==> src/rtl/pwmin_pkg.sv <==
// pwmin_pkg: shared FSM state encoding and counter width for the PWM scanner
package pwmin_pkg;
  localparam int CNT_W = 32;
  typedef enum logic [2:0] {SETTLE, WAIT_RISE, HIGH, LOW, NEXT} state_t;
endpackage

==> src/rtl/pwmin_sync.sv <==
// pwmin_sync: two-flop synchronizer for one asynchronous input bit
module pwmin_sync (
  input  logic clk,
  input  logic rst,
  input  logic d_i,
  output logic q_o
);
  logic [1:0] s_q;
  always_ff @(posedge clk or posedge rst) begin
    if (rst) s_q <= 2'b00;
    else s_q <= {s_q[0], d_i};
  end
  assign q_o = s_q[1];
endmodule

==> src/rtl/pwmin_scan.sv <==
// pwmin_scan: round-robin PWM width/period measurement sharing one counter and edge
// detector across all channels, with a registered-read result bank
module pwmin_scan
  import pwmin_pkg::*;
#(
  parameter int CHANNELS = 4,
  parameter int TIMEOUT  = 25000000,
  parameter int CH_BITS  = (CHANNELS > 1) ? $clog2(CHANNELS) : 1
) (
  input  logic                clk,
  input  logic                rst,
  input  logic [CHANNELS-1:0] pwm_i,
  input  logic [CH_BITS-1:0]  rd_sel_i,
  output logic [CNT_W-1:0]    rd_width_o,
  output logic [CNT_W-1:0]    rd_period_o,
  output logic                rd_valid_o,
  output logic [CH_BITS-1:0]  cur_ch_o,
  output logic                scan_done_o
);
  localparam logic [CNT_W-1:0]   TO   = CNT_W'(TIMEOUT);
  localparam logic [CH_BITS-1:0] LAST = CH_BITS'(CHANNELS - 1);
  logic [CHANNELS-1:0] pwm_s, bank_v_q;
  logic [CNT_W-1:0]    bank_w_q [CHANNELS];
  logic [CNT_W-1:0]    bank_p_q [CHANNELS];
  logic [CNT_W-1:0]    cnt_q, cnt_d, width_tmp_q, rd_width_q, rd_period_q;
  logic [CH_BITS-1:0]  cur_ch_q;
  logic [1:0]          h_q;
  logic                rd_valid_q, scan_done_q, rise, fall, timed_out, rd_ok;
  state_t              state_q;
  for (genvar i = 0; i < CHANNELS; i++) begin : g_sync
    pwmin_sync u_sync (.clk(clk), .rst(rst), .d_i(pwm_i[i]), .q_o(pwm_s[i]));
  end
  always_comb begin
    rise      = h_q == 2'b01;
    fall      = h_q == 2'b10;
    timed_out = cnt_q > TO;
    cnt_d     = (&cnt_q) ? cnt_q : cnt_q + CNT_W'(1);
    rd_ok     = 32'(rd_sel_i) < CHANNELS;
  end
  always_ff @(posedge clk or posedge rst) begin
    if (rst) begin
      state_q     <= SETTLE;
      cnt_q       <= '0;
      width_tmp_q <= '0;
      h_q         <= '0;
      cur_ch_q    <= '0;
      scan_done_q <= 1'b0;
      rd_width_q  <= '0;
      rd_period_q <= '0;
      rd_valid_q  <= 1'b0;
      bank_v_q    <= '0;
      for (int i = 0; i < CHANNELS; i++) begin
        bank_w_q[i] <= '0;
        bank_p_q[i] <= '0;
      end
    end else begin
      h_q         <= {h_q[0], pwm_s[cur_ch_q]};
      scan_done_q <= 1'b0;
      // reads sample the bank before this cycle's write lands
      rd_width_q  <= rd_ok ? bank_w_q[rd_sel_i] : '0;
      rd_period_q <= rd_ok ? bank_p_q[rd_sel_i] : '0;
      rd_valid_q  <= rd_ok & bank_v_q[rd_sel_i];
      case (state_q)
        SETTLE: begin
          cnt_q   <= cnt_q[0] ? '0 : cnt_q + CNT_W'(1);
          state_q <= cnt_q[0] ? WAIT_RISE : SETTLE;
        end
        WAIT_RISE, HIGH, LOW:
          if (timed_out) begin
            bank_w_q[cur_ch_q] <= h_q[0] ? TO : '0;
            bank_p_q[cur_ch_q] <= TO;
            bank_v_q[cur_ch_q] <= 1'b0;
            state_q            <= NEXT;
          end else if (state_q == WAIT_RISE && rise) begin
            cnt_q   <= CNT_W'(1);
            state_q <= HIGH;
          end else if (state_q == LOW && rise) begin
            bank_w_q[cur_ch_q] <= width_tmp_q;
            bank_p_q[cur_ch_q] <= cnt_q;
            bank_v_q[cur_ch_q] <= 1'b1;
            state_q            <= NEXT;
          end else begin
            cnt_q <= cnt_d;
            if (state_q == HIGH && fall) begin
              width_tmp_q <= cnt_q;
              state_q     <= LOW;
            end
          end
        NEXT: begin
          cur_ch_q    <= (cur_ch_q == LAST) ? '0 : cur_ch_q + CH_BITS'(1);
          scan_done_q <= cur_ch_q == LAST;
          cnt_q       <= '0;
          state_q     <= SETTLE;
        end
        default: begin
          cnt_q   <= '0;
          state_q <= SETTLE;
        end
      endcase
    end
  end
  assign rd_width_o  = rd_width_q;
  assign rd_period_o = rd_period_q;
  assign rd_valid_o  = rd_valid_q;
  assign cur_ch_o    = cur_ch_q;
  assign scan_done_o = scan_done_q;
endmodule

==> config.mk <==
export PLATFORM = sky130hd
export DESIGN_NAME = pwmin_scan
export DESIGN_NICKNAME = d
export VERILOG_FILES = /design/src/rtl/pwmin_pkg.sv /design/src/rtl/pwmin_sync.sv /design/src/rtl/pwmin_scan.sv
export SDC_FILE = /design/constraint.sdc
export NUM_CORES = 1
export LEC_CHECK = 0
export BUFFER_PORTS_ARGS = -buffer_cell sky130_fd_sc_hd__buf_2
export CORE_ASPECT_RATIO = 0.5
export CORE_UTILIZATION = 59
export CTS_BUF_LIST = sky130_fd_sc_hd__clkbuf_8
export CTS_CLUSTER_DIAMETER = 30
export CTS_CLUSTER_SIZE = 25
export DETAILED_ROUTE_END_ITERATION = 12
export GPL_TIMING_DRIVEN = 0
export PLACE_DENSITY = 0.75
export SLEW_MARGIN = 20
export SYNTH_ARGS = -nofsm -noshare
export SYNTH_HDL_FRONTEND = slang
export SYNTH_HIERARCHICAL = 1
export SYNTH_SLANG_ARGS = --single-unit
==> constraint.sdc <==
create_clock -name clk -period 29.6 [get_ports clk]
set_input_delay 1.48 -clock clk [delete_from_list [all_inputs] [get_ports clk]]
set_output_delay 1.48 -clock clk [all_outputs]
set_load 0.01 [all_outputs]
### Word level (Yosys, flattened, before mapping)

Index checks and enable logic that the tools add are counted.
W data, S select, Z words.

* register bits after elaboration: 405
* logic and storage cells: 107
* bits of input ports: 8
* output and inout bits: 68

* equal/unequal tests: 12
* order comparisons: 7
* bitwise operators: 11
* reduce and logical (&&, ||, !) cells: 12
* muxes and demuxes: 41
* add/sub/neg operators: 2

Operator list (number)
* $mux W128: 6
* $bwmux W128: 3
* $mux W32: 10
* $bmux W32 S2: 2
* $and A80 B80 Y80: 1
* $not A80 Y80: 1
* $demux W32 S2: 1
* $pmux W32 S2: 1
* $or A48 B48 Y48: 1
* $add A32 B1 Y32 const B: 1
* $gt A32 B25 Y1 const B: 1
* $reduce_and A32 Y1: 1
* $mux W25: 1
* $mux W3: 4
* $mux W4: 3
* $eq A3 B2 Y1 const B: 2
* $ge A3 B3 Y1 const B: 2
* $lt A2 B3 Y1 const B: 2
* $ne A3 B3 Y1 const B: 2
* $not A2 Y3: 2
* $pmux W3 S2: 1
* $reduce_and A3 Y1: 2
* $logic_and A1 B1 Y1: 5
* $mux W1: 5
* other kinds (20): 25

### Longest topological paths before layout

Gate-level depths: netlist of the first run.

* word-level depth: 9
* gate-level depth with buffers: 12
* depth with buffers taken out: 10

### By module

Netlist of the first run, hierarchy kept.

Modules (own cells, without submodules)
* pwmin_scan: instances 1, cells an instance 1120, area an instance 16183.0 sq um, sequential area each 9934.5 sq um
* pwmin_sync: instances 4, cells an instance 3, area an instance 53.8 sq um, sequential area each 50.0 sq um

### Least setup slack after synthesis of the first run

OpenSTA, ideal clock, no wires.

* path type: in2reg
* from: input port rd_sel_i[0]
* to: register rd_period_q[0], in the netlist rd_period_o[0]
* library setup time: 0.138 ns
* stages: 3
* required time: 29.462 ns
* path slack: 26.483 ns
* data arrival time: 2.979 ns
* path buffers: 2
* cell sequence: clkbuf_1 buf_1 mux4_2

* longest elaborated chain between the ends: 4

Ends and longest elaborated chain
* start, declared: RTL line pwmin_scan.sv:13 `input logic [CH_BITS-1:0] rd_sel_i,`
* $not A2 Y3 (implied by the code): RTL line pwmin_scan.sv:61 `rd_period_q <= rd_ok ? bank_p_q[rd_sel_i] : '0;`
* $bmux W32 S2: RTL line pwmin_scan.sv:61
* $mux W32 (implied by the code) (2 in a row): RTL line pwmin_scan.sv:61
* end signal, assigned: RTL line pwmin_scan.sv:61
* end, declared: RTL line pwmin_scan.sv:25 `logic [CNT_W-1:0] cnt_q, cnt_d, width_tmp_q, rd_width_q, rd_period_q;`

No other way between the ends. The select of a mux whose other input is x is not followed.
A chain may end at the register's enable or synchronous reset.

### Worst setup path after layout of the first run

* from: register cnt_q[0]
* to: register bank_p_q[17] (netlist bit)

* longest elaborated chain between the ends: 3
* elaborated cells between the ends (all ways): 5
* those cells by class: 1 x order compare; 1 x eq/ne; 1 x mux; 2 x reduce/logical

Ends and longest elaborated chain
* start, declared: RTL line pwmin_scan.sv:25
* start signal, assigned: RTL line pwmin_scan.sv:65 `cnt_q <= cnt_q[0] ? '0 : cnt_q + CNT_W'(1);`
* start signal, assigned: RTL line pwmin_scan.sv:83 `cnt_q <= cnt_d;`
* $gt A32 B25 Y1 *: RTL line pwmin_scan.sv:36 `timed_out = cnt_q > TO;`
* $ne A2 B2 Y1 (no source line) / $reduce_bool A2 Y1 (equally long branches)
* $reduce_and A3 Y1 (no source line)
* end signal, assigned by index: RTL line pwmin_scan.sv:79 `bank_p_q[cur_ch_q] <= cnt_q;`
* end, declared: RTL line pwmin_scan.sv:24 `logic [CNT_W-1:0] bank_p_q [CHANNELS];`

Mark *: on every way between the ends. The rest lies on a longest branch, timed or not.

==> qor.txt, run 1 <==
Layout Area Growth over Synthesis - 11.49%
logic depth of the worst register-to-register path - 10
post-synthesis cell type with the largest combined area - sky130_fd_sc_hd__dfrtp_1
hold_buf cts - 0
cells along the critical path - clkinv_1, ha_1, nor4b_1, nand4_1, nor3_4, nor2_2, buf_6, nor3_1, clkbuf_1, a22o_1
deepest level of the CTS H-tree - 2
Register-to-Register Setup Slack - 25.94 ns
cts repair resizes - 0
post-detailed-placement half-perimeter wirelength - 26,450 um
Cells after Synth - 1,132
normalized max-slew margin - 27.40%
Antenna Cells - 0
overall die area - 28,510 um2
latest clock arrival within the worst-skew pair - 0.61 ns
sort of element at the end of the critical path - flip-flop
Initial Utilization - 61.07%
count of endpoints failing hold in the final timing report - 0
total track usage - 29.69%
proportion of synthesized flip-flops having asynchronous set or reset - 100.0%
beginning of the worst register-to-register path - cnt_q[0]
top fanout value on the critical path - 10
Post CTS Setup Buffer Count - 0
cell with the largest stage delay on the worst path - sky130_fd_sc_hd__clkbuf_1
clock period minus final worst setup slack - 3.665 ns
number of global-route vias before repair - 10,973
mean routed wirelength per cell - 24.21 um
met1 GRT Util - 44.11%
die span in y - 119.9 um
DRT Wirelength - 40,210 um
final hold slack - 0.3521 ns
global routing's busiest layer - met2
worst-case clock buffer depth - 3
cell count of the worst hold path - 0
Slowest Stage Delay on Critical Path - 0.63 ns
ANT nets after route - 0
Core Area - 26,850 um2
PwrDens - 75.68 nW/um2
final max-slew violation count - 0
Crit Path Class - flip-flop to flip-flop
warnings from Yosys - 6
capture endpoint of the worst hold path - g_sync[1].u_sync/s_q[1]
maximum clock rate - 0.2729 GHz
Mapped Nets - 1,147
Synth Flop Type - sky130_fd_sc_hd__dfrtp_1
count of flip-flops with a built-in enable after synthesis - 0
period utilisation layout - 12.38%
net count of the finished layout - 1,270
setup tns final - 0 ns
data required time of the critical path - 30.11 ns
startpoint type of the worst setup path - flip-flop
met2 demand-to-capacity share in global routing - 44.24%
global-route track usage on met3 - 7.177%
number of search-and-repair iterations in the first detailed-routing pass - 5
horizontal extent of the die - 237.8 um
remaining routing DRC violations - 0
post-CTS clock slew at the launch and capture registers of the worst setup and hold paths - 0.08 ns
TritonCTS clock tree - built
synthesized flop and latch total - 405
Placed Instance Area - 17,330 um2
count of maximum capacitance violations - 0
first-iteration detailed-routing DRC count - 1,271
antenna violations before repair - 0
quantity of I/O buffers inserted on ports - 74
hold_sp - g_sync[1].u_sync/s_q[0]
Post-Syn Area per Cell - 14.49 um2
global-route wire length before repair - 63,840 um
leading post-synthesis cells by cell area - sky130_fd_sc_hd__dfrtp_1, sky130_fd_sc_hd__mux4_2, sky130_fd_sc_hd__a22o_1, sky130_fd_sc_hd__o22a_1, sky130_fd_sc_hd__o221a_2
vias after detailed routing - 10,764
Post-synth top cells - sky130_fd_sc_hd__dfrtp_1, sky130_fd_sc_hd__a22o_1, sky130_fd_sc_hd__mux4_2
number of placement rows - 42
Clock Tree Root - sky130_fd_sc_hd__clkbuf_8
worst clock skew - 0.04418 ns
endpoint arrival time on the critical path - 4.17 ns
total power consumption of the routed design - 1.384 mW
area of all placed cells without fillers - 18,280 um2
Distinct cells, synth - 70
final setup violating endpoints - 0
area share of the largest cell type after synthesis - 61.80%
worst r2r dst - bank_p_q[17]
unrepaired setup endpoints after global routing - false
TritonCTS sink count - 405
slew at the pin closest to its max-slew limit - 1.087 ns
status - finished clean
Ports - 76
GRT overflow - 0
most numerous cell in the Yosys netlist - sky130_fd_sc_hd__dfrtp_1
sequential fraction of the synthesis area - 61.80%
clock buffer count from CTS - 44
largest net degree at the start of global routing - 111
worst IR drop on VDD - 0.03538 mV
leakage component of the power - 8.575 nW
via count normalized by instance count - 6.480
post-synthesis instance area - 16,400 um2
share of layout cells above drive strength 1 - 28.28%
type of the worst min-delay path - flip-flop to flip-flop
placer congestion estimate - 0.9115
[critical path: cells and delay by family, from the launching register on]
family / cells / cell delay (ns)
and+or+nand+nor: 5 / 1.57
buffers and inverters: 3 / 1.03
adders and majority gates: 1 / 0.20
AOI/OAI and AO/OA: 1 / 0.27
DFF: 1 / 0.52
[sequential cells by signal, indices dropped and copies added, names as in the netlist, named ones only]
register / flops
g_sync.u_sync/s_q: 8
rd_width_o: 32
width_tmp_q: 32
cur_ch_o: 2
bank_p_q: 128
h_q: 2
cnt_q: 32
scan_done_o: 1
bank_w_q: 128
state_q: 3
rd_valid_o: 1
rd_period_o: 32
[report_power, final]
part / total [mW] / leakage, nW / internal [mW] / switching [mW]
logic: 0.289 / 2.58 / 0.140 / 0.148
clock network: 0.399 / 0.483 / 0.185 / 0.214
registers: 0.697 / 5.51 / 0.641 / 0.0557
total: 1.38 / 8.58 / 0.966 / 0.418
[through the flow]
step                utilization [%]  cells  setup WS, ns
floorplan                         -   1132         17.08
CTS                           68.07   1661         26.01
finish                        68.08   1661         25.94
detailed placement            64.52   1583         25.67
global route                  68.08   1661         25.79
global placement              64.19   1580         13.67
[cell type report]
type                       count  area (um2)
fill                        1857        8571
clock inverter                30       291.5
buffer                       107       575.6
sequential                   405       10130
multi-input combinational    602        5624
clock buffer                  48       660.6
tap                          374       467.9
timing repair buffer          77       452.9
inverter                      18       75.07
[layout by cell type, fill, tap and decap left out, types with 6 or more instances in the layout]
cell type,netlist,routed
sky130_fd_sc_hd__inv_6,0,7
sky130_fd_sc_hd__mux4_2,66,66
sky130_fd_sc_hd__clkbuf_8,0,48
sky130_fd_sc_hd__a21oi_1,13,13
sky130_fd_sc_hd__a22o_1,116,116
sky130_fd_sc_hd__mux2_2,25,25
sky130_fd_sc_hd__ha_1,7,7
sky130_fd_sc_hd__and3_1,7,7
sky130_fd_sc_hd__nor2_1,23,23
sky130_fd_sc_hd__clkbuf_1,39,39
sky130_fd_sc_hd__clkinv_4,0,8
sky130_fd_sc_hd__or3_1,11,11
sky130_fd_sc_hd__o22a_1,48,48
sky130_fd_sc_hd__a31oi_1,6,6
sky130_fd_sc_hd__and2_1,39,39
sky130_fd_sc_hd__buf_2,36,110
sky130_fd_sc_hd__dfrtp_1,405,405
sky130_fd_sc_hd__nand2_1,36,36
sky130_fd_sc_hd__inv_1,16,17
sky130_fd_sc_hd__buf_6,10,10
sky130_fd_sc_hd__buf_4,13,13
sky130_fd_sc_hd__o221a_2,33,33
sky130_fd_sc_hd__nor3_1,14,14
sky130_fd_sc_hd__nand3_1,21,21
sky130_fd_sc_hd__o31ai_1,9,9
sky130_fd_sc_hd__o221a_1,15,15
sky130_fd_sc_hd__o21ai_0,39,39
[worst max-delay path by stage]
stage                      from                          to
floorplan                   rst  asynchronous set/reset pin
global placement            rst               rd_width_o[3]
detailed placement  rd_sel_i[0]             rd_period_o[15]
CTS                    cnt_q[0]                bank_p_q[17]
global route           cnt_q[0]                bank_p_q[17]
finish                 cnt_q[0]                bank_p_q[17]
[routing by layer]
metal,share of wire (%),wire length (um)
met1,44,17560
met3,9.3,3725
met5,0,0
met4,1.6,644
met2,45,18280
[logic make-up after synthesis]
| family | Yosys count | synth area share [%] |
|---|---|---|
| mux | 92 | 10.85 |
| simple gates | 189 | 6.631 |
| xor+xnor | 1 | 0.05342 |
| compound gates | 313 | 16.23 |
| flops | 405 | 61.80 |
| buf+inv | 125 | 3.899 |
| fa+ha+maj | 7 | 0.5341 |
Note: power is estimated with default switching activity, not from simulation.
==> inputs of run 2 (changes only) <==
==> constraint.sdc (replaced) <==
create_clock -name clk -period 3.4 [get_ports clk]
set_input_delay 0.17 -clock clk [delete_from_list [all_inputs] [get_ports clk]]
set_output_delay 0.17 -clock clk [all_outputs]
set_load 0.01 [all_outputs]
==> run 2 against run 1 <==
Against the previous run: sequential power rose to 8.7 times the previous value; utilization up 1.1 points; flip-flop and latch count unchanged; critical path type unchanged; clock power rose to 9.0 times the previous value; clock-buffer cell count down 1; largest power group unchanged; critical path depth down 2; first-iteration DRC count down 8.7%.
==> qor.txt, run 2 (synthesis results as in run 1) <==
type of the worst min-delay path - input port to asynchronous set/reset pin
number of global-route vias before repair - 11,131
worst-case clock buffer depth - 3
overall die area - 28,510 um2
status - finished clean
Post CTS Setup Buffer Count - 0
post-placement cell count - 1,592
count of endpoints failing hold in the final timing report - 0
combined flip-flop and latch cell area - 10,130 um2
vias after detailed routing - 10,889
WP depth - 8
total area of multi-input combinational cells - 5644 um2
Layout Area Growth over Synthesis - 13.32%
sequential fraction of design power - 49.7%
biggest regs - bank_p_q (128), bank_w_q (128)
Ports - 76
Register-to-Register Setup Slack - 0.05 ns
Crit Path Class - flip-flop to flip-flop
antenna violations before repair - 1
share of power burned in the clock network - 29.4%
startpoint of the most critical setup path - cnt_q[0]
cells along the critical path - clkinv_1, ha_1, nor4b_1, nand4_1, nor4_2, nor3_2, clkbuf_1, o22a_1
switching pwr - 3.715 mW
TritonCTS clock tree - built
worst IR drop on VDD - 0.3032 mV
post-CTS clock slew at the launch and capture registers of the worst setup and hold paths - 0.09 ns
Antenna Cells - 0
GRT overflow - 0
latest clock arrival within the worst-skew pair - 0.62 ns
clock period minus final worst setup slack - 3.349 ns
total track usage - 30.16%
beginning of the worst register-to-register path - cnt_q[0]
end point of the critical path - bank_p_q[82]
TritonCTS sink count - 405
number of cells in the finished layout apart from fillers - 1,679
period utilisation layout - 98.50%
PwrDens - 658.0 nW/um2
data required time of the critical path - 3.87 ns
Core Area - 26,850 um2
WP buf/inv - 2
quantity of I/O buffers inserted on ports - 74
worst r2r dst - bank_p_q[82]
slew at the pin closest to its max-slew limit - 1.043 ns
post-detailed-placement half-perimeter wirelength - 27,400 um
endpoint arrival time on the critical path - 3.82 ns
Slowest Stage Delay on Critical Path - 0.76 ns
final hold slack - 0.1977 ns
category of cells accounting for the largest share of critical-path delay - simple AND/OR/NAND/NOR gates
share of layout cells above drive strength 1 - 29.66%
die span in y - 119.9 um
ANT nets after route - 0
clock buffer count from CTS - 43
DRT Wirelength - 40,760 um
deepest level of the CTS H-tree - 2
placer congestion estimate - 0.8823
Filler Cells Inserted - 1,819
number of placement rows - 42
first-iteration detailed-routing DRC count - 1,161
leakage component of the power - 8.727 nW
worst clock skew - 0.03913 ns
cell with the largest stage delay on the worst path - sky130_fd_sc_hd__nor4_2
top fanout value on the critical path - 10
fraction of power spent switching nets - 30.38%
normalized max-slew margin - 30.36%
count of maximum capacitance violations - 0
global-route wire length before repair - 64,620 um
remaining routing DRC violations - 0
horizontal extent of the die - 237.8 um
mean routed wirelength per cell - 24.27 um
largest net degree at the start of global routing - 38
final setup violating endpoints - 0
combinational cell fraction of total power - 20.9%
Initial Utilization - 61.07%
number of search-and-repair iterations in the first detailed-routing pass - 5
highest-count cells in the layout ignoring fill and taps - sky130_fd_sc_hd__dfrtp_1, sky130_fd_sc_hd__a22o_1, sky130_fd_sc_hd__buf_2
final max-slew violation count - 0
maximum clock rate - 0.2986 GHz
Clock Tree Root - sky130_fd_sc_hd__clkbuf_8
logic depth of the worst register-to-register path - 8
startpoint type of the worst setup path - flip-flop
net count of the finished layout - 1,285
most frequent standard cell in the layout excluding fill and tap cells - sky130_fd_sc_hd__dfrtp_1
internal power - 8.513 mW
via count normalized by instance count - 6.485
sort of element at the end of the critical path - flip-flop
run 2: changes by cell type in the layout (fill, tap and decap cells not counted), sizes merged:
| cell | before | now |
|---|---|---|
| buf | 141 | 151 |
| dlygate4sd3 | 0 | 7 |
| inv | 26 | 30 |
| clkbuf | 91 | 89 |
| clkinv | 14 | 12 |
| bufinv | 3 | 4 |
run 2: worst min-delay path, cell delays in order:
cell and delay (ns):
sky130_fd_sc_hd__dlygate4sd3_1 0.56, sky130_fd_sc_hd__buf_2 0.15, sky130_fd_sc_hd__clkinvlp_4 0.36
run 2: layout make-up:
cell class                 instances  share of cell area (%)
sequential                       405                   54.54
multi-input combinational        602                   30.37
timing repair buffer              93                   3.703
clock buffer                      47                   3.481
buffer                           107                   3.144
tap                              374                   2.518
clock inverter                    33                   1.858
inverter                          18                  0.3838
run 2: how the worst min path moves through the flow:
stage          startpoint                      end  slack, ns  cells after the start
4_1_cts               rst            bank_p_q[109]       0.15                      3
5_1_grt          pwm_i[3]  g_sync[3].u_sync/s_q[0]       0.21                      2
6_report              rst            bank_p_q[109]       0.20                      3
3_3_place_gp          rst  g_sync[0].u_sync/s_q[0]       0.07                      2
3_5_place_dp          rst  g_sync[3].u_sync/s_q[1]       0.08                      2
2_1_floorplan         rst  g_sync[0].u_sync/s_q[0]      -0.09                      1
run 2: timing repair:
item / 4_1_cts / 5_1_grt
endpoints found under the setup margin: 50 / 82
hold endpoints to repair: 90 / 0
gates resized for setup: 7 / 8
hold buffers: 7 / 0
pin swaps: 0 / 0
run 2: layer usage:
metal,global-route usage (%),up-vias,routed length [um]
met5,0,-,0
met4,8.871,0,891
met3,8.351,70,3731
met2,44.68,454,18630
met1,44.09,5763,17500
li1,-,4602,-
run 2: per-stage QoR:
step	power, mW	worst slack, ns	util, %	area, um2	setup TNS [ns]
after floorplan	7.821	-2.114	-	16400	-839.18
after global placement	8.511	-3.988	64.20	17240	-1567.06
after detailed placement	8.682	-0.09960	65.12	17490	-1.666
after CTS	12.25	0.02897	69.14	18570	0
after global routing	12.73	-0.02418	69.20	18580	-0.2658
final	12.23	0.05116	69.20	18580	0
run 2: power by group through the flow:
| stage | logic, mW | registers (mW) | clock network, mW |
|---|---|---|---|
| 2_1_floorplan | 1.76 | 6.06 | 0 |
| 3_3_place_gp | 2.41 | 6.10 | 0 |
| 3_5_place_dp | 2.53 | 6.15 | 0 |
| 4_1_cts | 2.55 | 6.06 | 3.65 |
| 5_1_grt | 2.77 | 6.15 | 3.81 |
| 6_report | 2.56 | 6.07 | 3.60 |
